===== config.mk =====
export PLATFORM = sky130hd
export DESIGN_NAME = param_data_loader
export DESIGN_NICKNAME = d
export VERILOG_FILES = /design/src/rtl/param_data_loader.sv
export SDC_FILE = /design/constraint.sdc
export NUM_CORES = 1
export LEC_CHECK = 0
export BUFFER_PORTS_ARGS = -buffer_cell sky130_fd_sc_hd__clkbuf_2
export CORE_MARGIN = 2
export CORE_UTILIZATION = 50
export CTS_BUF_LIST = sky130_fd_sc_hd__clkbuf_16
export CTS_CLUSTER_DIAMETER = 50
export CTS_CLUSTER_SIZE = 25
export DETAILED_ROUTE_END_ITERATION = 10
export GPL_TIMING_DRIVEN = 0
export PLACE_DENSITY_LB_ADDON = 0.12
export SYNTH_ARGS = -nofsm -noshare
export SYNTH_HDL_FRONTEND = slang
export SYNTH_SLANG_ARGS = --single-unit

===== constraint.sdc =====
create_clock -name clk -period 3.8 [get_ports clk]
set_clock_uncertainty 0.05 [all_clocks]
set_input_delay 0.38 -clock clk [delete_from_list [all_inputs] [get_ports clk]]
set_output_delay 0.38 -clock clk [all_outputs]
set_load 0.02 [all_outputs]

===== src/rtl/param_data_loader.sv =====
// param_data_loader: sequences feature and weight buffer loads from a fixed-latency memory, then an accumulate sweep.
// Latency: VEC_LEN*(NUM_CH+2)+MEM_LAT+1 cycles from a sampled start_i to done_o; write controls trail their read by MEM_LAT.
// Backpressure: none; memory returns data every cycle and start_i is ignored while a sequence is running.
//
// Ports: clk/rst (async active-low); start_i, feat_base_i, wgt_base_i start a sequence from IDLE;
//        busy_o/done_o report progress; mem_rd_o/addr_o issue reads, mem_data_i returns data MEM_LAT later;
//        mem_data_o, feature_en_o, weight_en_o, elem_sel_o write the buffers; acc_en_o drives the accumulators.
// Optional: define DATA_LOADER_ABORT_EN to add abort_i, which cancels a running sequence with no done_o.
module param_data_loader #(
    parameter int NUM_CH  = 4,
    parameter int VEC_LEN = 4,
    parameter int ADDR_W  = 6,
    parameter int DATA_W  = 8,
    parameter int MEM_LAT = 1
) (
    input  logic                       clk,
    input  logic                       rst,
    input  logic                       start_i,
    input  logic [ADDR_W-1:0]          feat_base_i,
    input  logic [ADDR_W-1:0]          wgt_base_i,
`ifdef DATA_LOADER_ABORT_EN
    input  logic                       abort_i,
`endif
    output logic                       busy_o,
    output logic                       done_o,
    output logic                       mem_rd_o,
    output logic [ADDR_W-1:0]          addr_o,
    input  logic [DATA_W-1:0]          mem_data_i,
    output logic [DATA_W-1:0]          mem_data_o,
    output logic [NUM_CH-1:0]          feature_en_o,
    output logic [NUM_CH-1:0]          weight_en_o,
    output logic [$clog2(VEC_LEN)-1:0] elem_sel_o,
    output logic [NUM_CH-1:0]          acc_en_o
);

    localparam int SEL_W   = $clog2(VEC_LEN);
    localparam int CH_W    = (NUM_CH > 1) ? $clog2(NUM_CH) : 1;
    // One counter serves element steps and drain cycles, so it spans the larger of the two.
    localparam int CNT_MAX = (VEC_LEN > MEM_LAT) ? VEC_LEN : MEM_LAT;
    localparam int CNT_W   = $clog2(CNT_MAX);

    localparam logic [CNT_W-1:0] V_LAST  = CNT_W'(VEC_LEN - 1);
    localparam logic [CNT_W-1:0] L_LAST  = CNT_W'(MEM_LAT - 1);
    localparam logic [CH_W-1:0]  CH_LAST = CH_W'(NUM_CH - 1);

    typedef enum logic [2:0] {IDLE, LOAD_F, LOAD_W, DRAIN, ACC, DONE} state_t;

    // Buffer write controls for one read, carried alongside the memory latency.
    typedef struct packed {
        logic              fe;
        logic [NUM_CH-1:0] we;
        logic [SEL_W-1:0]  sel;
    } wr_ctl_t;

    state_t            state_q, state_d;
    logic [CNT_W-1:0]  cnt_q, cnt_d;
    logic [CH_W-1:0]   ch_q, ch_d;
    logic [ADDR_W-1:0] feat_base_q, feat_base_d;
    logic [ADDR_W-1:0] wgt_base_q, wgt_base_d;
    logic              busy_q, busy_d;
    logic              done_q, done_d;
    logic              mem_rd_q, mem_rd_d;
    logic [ADDR_W-1:0] addr_q, addr_d;
    logic              acc_en_q, acc_en_d;
    logic [SEL_W-1:0]  acc_sel_q, acc_sel_d;
    wr_ctl_t           pipe_q [MEM_LAT];
    wr_ctl_t           pipe_d [MEM_LAT];
    wr_ctl_t           issue;
    logic              abort_w;

`ifdef DATA_LOADER_ABORT_EN
    assign abort_w = abort_i;
`else
    assign abort_w = 1'b0;
`endif

    // Sequencing: element counter is the inner loop, channel counter the outer loop of the weight load.
    always_comb begin
        state_d     = state_q;
        cnt_d       = cnt_q;
        ch_d        = ch_q;
        feat_base_d = feat_base_q;
        wgt_base_d  = wgt_base_q;
        case (state_q)
            IDLE: begin
                if (start_i) begin
                    feat_base_d = feat_base_i;
                    wgt_base_d  = wgt_base_i;
                    cnt_d       = '0;
                    ch_d        = '0;
                    state_d     = LOAD_F;
                end
            end
            LOAD_F: begin
                if (cnt_q == V_LAST) begin
                    cnt_d   = '0;
                    state_d = LOAD_W;
                end else begin
                    cnt_d = cnt_q + 1'b1;
                end
            end
            LOAD_W: begin
                if (cnt_q == V_LAST) begin
                    cnt_d = '0;
                    if (ch_q == CH_LAST) begin
                        ch_d    = '0;
                        state_d = DRAIN;
                    end else begin
                        ch_d = ch_q + 1'b1;
                    end
                end else begin
                    cnt_d = cnt_q + 1'b1;
                end
            end
            DRAIN: begin
                if (cnt_q == L_LAST) begin
                    cnt_d   = '0;
                    state_d = ACC;
                end else begin
                    cnt_d = cnt_q + 1'b1;
                end
            end
            ACC: begin
                if (cnt_q == V_LAST) begin
                    cnt_d   = '0;
                    state_d = DONE;
                end else begin
                    cnt_d = cnt_q + 1'b1;
                end
            end
            DONE:    state_d = IDLE;
            default: state_d = IDLE;
        endcase
        // busy_q mirrors the current state being one of the busy states.
        if (abort_w && busy_q) begin
            state_d = IDLE;
            cnt_d   = '0;
            ch_d    = '0;
        end
    end

    // Write controls for the read issued this cycle enter the delay line; an abort empties it.
    always_comb begin
        issue = '0;
        if (state_q == LOAD_F) begin
            issue.fe  = 1'b1;
            issue.sel = cnt_q[SEL_W-1:0];
        end else if (state_q == LOAD_W) begin
            issue.we  = NUM_CH'(1) << ch_q;
            issue.sel = cnt_q[SEL_W-1:0];
        end
        pipe_d[0] = issue;
        for (int i = 1; i < MEM_LAT; i++) begin
            pipe_d[i] = pipe_q[i-1];
        end
        if (abort_w && busy_q) begin
            for (int i = 0; i < MEM_LAT; i++) begin
                pipe_d[i] = '0;
            end
        end
    end

    // Outputs are registered: decode the next state so they line up with the state they describe.
    always_comb begin
        busy_d    = (state_d == LOAD_F) || (state_d == LOAD_W) ||
                    (state_d == DRAIN)  || (state_d == ACC);
        done_d    = (state_d == DONE);
        mem_rd_d  = (state_d == LOAD_F) || (state_d == LOAD_W);
        acc_en_d  = (state_d == ACC);
        acc_sel_d = (state_d == ACC) ? cnt_d[SEL_W-1:0] : '0;
        addr_d    = '0;
        if (state_d == LOAD_F) begin
            addr_d = feat_base_d + ADDR_W'(cnt_d);
        end else if (state_d == LOAD_W) begin
            // Truncation to ADDR_W gives the intended silent wrap.
            addr_d = wgt_base_d + ADDR_W'(ch_d) * ADDR_W'(VEC_LEN) + ADDR_W'(cnt_d);
        end
    end

    always_ff @(posedge clk or negedge rst) begin
        if (!rst) begin
            state_q     <= IDLE;
            cnt_q       <= '0;
            ch_q        <= '0;
            feat_base_q <= '0;
            wgt_base_q  <= '0;
            busy_q      <= 1'b0;
            done_q      <= 1'b0;
            mem_rd_q    <= 1'b0;
            addr_q      <= '0;
            acc_en_q    <= 1'b0;
            acc_sel_q   <= '0;
            for (int i = 0; i < MEM_LAT; i++) begin
                pipe_q[i] <= '0;
            end
        end else begin
            state_q     <= state_d;
            cnt_q       <= cnt_d;
            ch_q        <= ch_d;
            feat_base_q <= feat_base_d;
            wgt_base_q  <= wgt_base_d;
            busy_q      <= busy_d;
            done_q      <= done_d;
            mem_rd_q    <= mem_rd_d;
            addr_q      <= addr_d;
            acc_en_q    <= acc_en_d;
            acc_sel_q   <= acc_sel_d;
            for (int i = 0; i < MEM_LAT; i++) begin
                pipe_q[i] <= pipe_d[i];
            end
        end
    end

    assign busy_o       = busy_q;
    assign done_o       = done_q;
    assign mem_rd_o     = mem_rd_q;
    assign addr_o       = addr_q;
    assign mem_data_o   = mem_data_i;
    assign feature_en_o = {NUM_CH{pipe_q[MEM_LAT-1].fe}};
    assign weight_en_o  = pipe_q[MEM_LAT-1].we;
    assign acc_en_o     = {NUM_CH{acc_en_q}};
    // Delayed load selects and the accumulate select never overlap (DRAIN separates them).
    assign elem_sel_o   = pipe_q[MEM_LAT-1].sel | acc_sel_q;

endmodule

# Word-level counts from Yosys, hierarchy flattened
# Cells that the tools add are included.
[totals] register_bits=38 in_bits=23 output_inout_bits=31 word_cells=64
[op_classes] add_sub_neg=5 eq_ne=11 shifts=1 mux=26 bitwise_logic=1 n_reduce_logical=6
[op_table] op="6-bit 2-to-1 mux" n=7
[op_table] op="3-bit 2-to-1 mux" n=6
[op_table] op="2-bit 2-to-1 mux" n=8
[op_table] op="3-bit one-hot mux with 5 select lines" n=1
[op_table] op="6-bit by 2-bit adder with 6-bit output" n=2
[op_table] op="3-bit by 2-bit == test with 1-bit output, second input constant" n=4
[op_table] op="3-bit == test, second input constant" n=3
[op_table] op="6-bit by 4-bit adder with 6-bit output" n=1
[op_table] op="3-bit by 1-bit == test with 1-bit output, second input constant" n=2
[op_table] op="2-bit one-hot mux with 3 select lines" n=1
[op_table] op="2-bit by 1-bit adder with 2-bit output, second input constant" n=2
[op_table] op="2-bit == test, second input constant" n=2
[op_table] op="4-bit 2-to-1 mux" n=1
[op_table] op="2-bit one-hot mux with 2 select lines" n=1
[op_table] op="1-bit by 2-bit left shift with 4-bit output, first input constant" n=1
[op_table] op="3-bit zero test" n=1
[op_table] op="1-bit logical OR" n=3
[op_table] op="3-bit OR reduction" n=1
[op_table] op="2-bit zero test" n=1
[op_table] op="2-bit bitwise OR" n=1
[op_table] op="1-bit 2-to-1 mux" n=1

# Depth between registers and ports, before layout
[depth] depth_word=8 mapped_depth=13 mapped_depth_nobuf=13

# Worst setup path before layout
# No wires, ideal clock.
[synth_path] path_kind="reg-to-reg" from="register state_q[2]" to="register addr_q[5], in the netlist addr_o[5]" setup_time_ps=129 t_arrival_ps=2516 required_time_ps=3621 path_slack_ps=1105 stages_incl_launch_ff=13 n_path_buf=2 synth_period_minus_slack_ps=2695 path_cell_list="dfrtp_1 -> buf_2 -> buf_1 -> mux2i_1 -> nor2_1 -> a21oi_1 -> inv_1 -> ha_1 -> a211oi_1 -> nor2_1 -> o21ai_0 -> xor2_1 -> o22ai_2"
[synth_via] elab_chain_len=6 word_cells_on_any_way=24 cone_classes="3 x add/sub; 6 x eq/ne; 13 x mux; 2 x reduce/logical"
[synth_lines] element="start, declared" line_no="55" text="state_t state_q, state_d;"
[synth_lines] element="start signal, assigned" line_no="197" text="state_q <= state_d;"
[synth_lines] element="3-bit by 1-bit == test with 1-bit output (tied with other cells)" line_no="84" text="case (state_q)"
[synth_lines] element="3-bit OR reduction (no source line)"
[synth_lines] element="2-bit one-hot mux with 3 select lines (*)" line_no="84"
[synth_lines] element="named net cnt_d[1]" line_no="56" text="logic [CNT_W-1:0] cnt_q, cnt_d;"
[synth_lines] element="6-bit by 2-bit adder with 6-bit output" line_no="176" text="addr_d = wgt_base_d + ADDR_W'(ch_d) * ADDR_W'(VEC_LEN) + ADDR_W'(cnt_d);"
[synth_lines] element="6-bit 2-to-1 mux" line_no="174" text="end else if (state_d == LOAD_W) begin"
[synth_lines] element="6-bit 2-to-1 mux (*)" line_no="172" text="if (state_d == LOAD_F) begin"
[synth_lines] element="named net addr_d[5]" line_no="63" text="logic [ADDR_W-1:0] addr_q, addr_d;"
[synth_lines] element="end signal, assigned" line_no="205" text="addr_q <= addr_d;"
[synth_lines] element="end, declared" line_no="63"
# Mark *: on every way through the listed nets, which the timed path passes. The rest lies on a longest branch.

# Final worst setup path
[layout_path] from="register state_q[2]" to="register addr_q[4], in the netlist addr_o[4]"
# Same word-level chain as after synthesis.

==> metrics.md <==
| Metric | Value |
|---|---|
| Clk sink count | 38 |
| Post-synthesis cell count | 195 |
| Syn nets | 233 |
| DR WL/cell | 12.7 microns |
| Hold Vio Cnt, Final | 0 |
| Die area | 4780 sq um |
| Avg Cell Area, Syn | 10.9 sq um |
| Worst path arrival time | 3.28 ns |
| Clock Tree Root | clkbuf_16 |
| Final hold slack | 0.179 ns |
| Post-layout util | 63.1% |
| RR Endpoint | addr_o[4]$_DFF_PN0_ |
| Vias in the first global route | 1436 |
| Layout cell share with drive strength beyond 1 | 36.0% |
| Worst-Margin Slew | 0.898 ns |
| Largest fanout on the critical path | 10 |
| CTS tree | yes |
| Status | finished clean |
| Yosys top cell area share | 44.8% |
| Met2 GRT Util | 29.5% |
| IO Pins | 54 |
| Largest net degree at the start of global routing | 39 |
| Post-CTS sizing | 0 |
| LEAKAGE | 1.33 nW |
| Worst-path clk slew | 0.05 ns |
| Fin crit period | 3.14 ns |
| Fillers | 350 |
| Initial Utilization | 52.7% |
| Initial antenna violation count | 0 |
| Final setup fails | 0 |
| Clock buffer count from CTS | 5 |
| Post-synth top area cell | dfrtp_1 |
| Synth-to-layout area growth | 19.8% |
| Core area | 4030 sq um |
| Yosys reg bits | 38 |
| Final net count | 285 |
| Critical path type | reg -> reg |
| Most used routing layer | met2 |
| Met1 track demand over resource | 21.2% |
| Seq/Total Area, Yosys | 44.8% |
| # hold bufs at CTS | 0 |
| Diode count | 0 |
| Die height | 69.1 microns |
| Clock Path Buffers | 2 |
| Cell area after synthesis | 2120 sq um |
| Reg-to-reg slack, setup | 0.66 ns |
| GRT Util Overall | 17.2% |
| DR DRC count | 0 |
| Tot Pwr | 2.24 mW |
| Slew headroom | 40.1% |
| Setup crit end kind | flip-flop |
| Post CTS Setup Buffer Count | 0 |
| GRT met3 Usage | 4.68% |
| Fmax | 318 MHz |
| EDFF count, synth | 0 |
| Slew Viols, Final | 0 |
| Dominant synthesized flop cell | dfrtp_1 |
| CP Launch Type | flip-flop |
| First DRT Iteration DRCs | 121 |
| Max Cap Violations | 0 |
| DR pass1 iterations | 4 |
| DR vias | 1493 |
| Dpl hpwl | 2780 microns |
| Total number of H-tree levels | 2 |
| First-pass GRT wire length | 6630 microns |
| Die W | 69.1 microns |
| Asr flop ratio synth | 100% |
| Cell variety after synth | 42 |
| DRT antenna net count | 0 |
| Latest clock arrival within the worst-skew pair | 0.27 ns |
| Power Density | 882 nW/um^2 |
| Final setup TNS | 0 ns |
| RSZ-0062 raised after global routing | false |
| Max VDD drop | 424 uV |
| Final worst path period share | 82.6% |
| Synth Warn # | 0 |
| R2R cell count | 13 |
| HP Class | in -> async |
| Rows | 23 |
| Drt via density | 5.03 |
| CP required | 3.94 ns |
| Largest cells by area after synthesis | dfrtp_1, ha_1, buf_4 |
| GP Congestion | 0.813 |
| Total grt overflow | 0 |
| Port Buffers | 45 |
| Final wirelength | 3780 microns |
| RR Startpoint | state_q[2]$_DFF_PN0_ |
sequential cells by signal, summed over array words and instances, names as in the netlist, 2 cells and up:
| signal | flops |
|---|---|
| acc_sel_q | 2 |
| addr_o | 6 |
| ch_q | 2 |
| cnt_q | 2 |
| feat_base_q | 6 |
| pipe_q | 2 |
| state_q | 3 |
| weight_en_o | 4 |
| wgt_base_q | 6 |
worst max-delay path by stage:
| stage | from | to | cells past startpoint |
|---|---|---|---|
| 2_1_floorplan | state_q[2]$_DFF_PN0_ | addr_o[5]$_DFF_PN0_ | 12 |
| 3_3_place_gp | state_q[2]$_DFF_PN0_ | addr_o[5]$_DFF_PN0_ | 12 |
| 3_5_place_dp | state_q[2]$_DFF_PN0_ | addr_o[4]$_DFF_PN0_ | 13 |
| 4_1_cts | cnt_q[0]$_DFF_PN0_ | addr_o[4]$_DFF_PN0_ | 13 |
| 5_1_grt | cnt_q[0]$_DFF_PN0_ | addr_o[4]$_DFF_PN0_ | 13 |
| 6_report | state_q[2]$_DFF_PN0_ | addr_o[4]$_DFF_PN0_ | 13 |
power by group:
group	leakage, nW	switching, mW	internal (mW)
sequential	0.483	0.0645	0.561
clock	0.0723	0.138	0.234
combinational	0.777	0.708	0.537
cells in the final DEF (no fill, tap or decap), types with 3 or more instances in the layout:
cell / synthesis / layout
dfrtp_1: 38 / 38
o21ai_0: 6 / 6
xnor2_1: 6 / 6
inv_1: 16 / 18
mux2_2: 8 / 8
mux2i_1: 5 / 5
o22ai_1: 4 / 4
buf_4: 20 / 20
clkbuf_2: 0 / 45
nand2_1: 5 / 5
or2_2: 3 / 3
xor2_1: 3 / 3
ha_1: 13 / 13
a21oi_1: 8 / 8
nor3_1: 3 / 3
nor2b_1: 4 / 4
a21o_1: 3 / 3
nor2_1: 8 / 8
a22o_1: 4 / 4
clkbuf_16: 0 / 5
and3_1: 5 / 5
buf_2: 3 / 3
routing by layer:
metal / routed length, microns / vias up
met2: 1920 / 33
met4: 42 / 0
met3: 154 / 6
li1: - / 748
met1: 1670 / 706
met5: 0 / -
cell families (layout without fill, tap and decap cells):
family	after synthesis	in the layout	synth area share, %
multiplexers	13	13	6.60
adder cells (fa/ha/maj)	15	15	9.55
AO/OA/AOI/OAI	33	33	10.5
XOR/XNOR	9	9	3.71
flip-flops	38	38	44.8
AND/OR/NAND/NOR	44	44	12.8
buffers and inverters	43	95	12.0
cell usage after synthesis (2+ instances only):
master	n
nand3b_1	2
o21ai_0	6
nand2b_1	2
a21o_1	3
nand2_1	5
xnor2_1	6
nand3_1	2
and3_1	5
mux2i_1	5
a22o_1	4
mux2_2	8
a21oi_1	8
and2_1	2
nor2b_1	4
nor3_1	3
buf_2	3
o22ai_1	4
nor3b_1	2
fa_1	2
xor2_1	3
nor2_1	8
ha_1	13
or2_2	3
dfrtp_1	38
buf_4	20
inv_1	16
buf_6	2
a211oi_1	2
worst max-delay path, stage by stage (launching register included):
cell,delay (ns)
dfrtp_1,0.33
buf_2,0.23
buf_1,0.39
a21oi_1,0.13
a2bb2oi_1,0.15
o21ai_0,0.48
ha_1,0.31
inv_1,0.07
fa_1,0.39
inv_1,0.07
a21o_1,0.12
a21oi_1,0.07
xor2_1,0.14
o22ai_1,0.12
metrics by stage:
stage / instance area, sq um / std cells / setup WS, ns
after global routing: 2540 / 297 / 0.431
after global placement: 2410 / 290 / 0.735
final: 2540 / 297 / 0.660
after CTS: 2540 / 297 / 0.685
after detailed placement: 2410 / 290 / 0.698
after floorplan: 2120 / 195 / 1.10
layout make-up:
class / instances / area (sq um) / share of cell area (%)
Inverter: 16 / 60.1 / 2.36
Buffer: 27 / 195 / 7.68
Clock inverter: 2 / 7.51 / 0.295
Multi-Input combinational cell: 114 / 916 / 36.0
Tap cell: 50 / 62.6 / 2.46
Clock buffer: 5 / 125 / 4.92
Sequential cell: 38 / 951 / 37.4
Timing Repair Buffer: 45 / 225 / 8.86
Note: power is estimated with default switching activity, not from simulation.
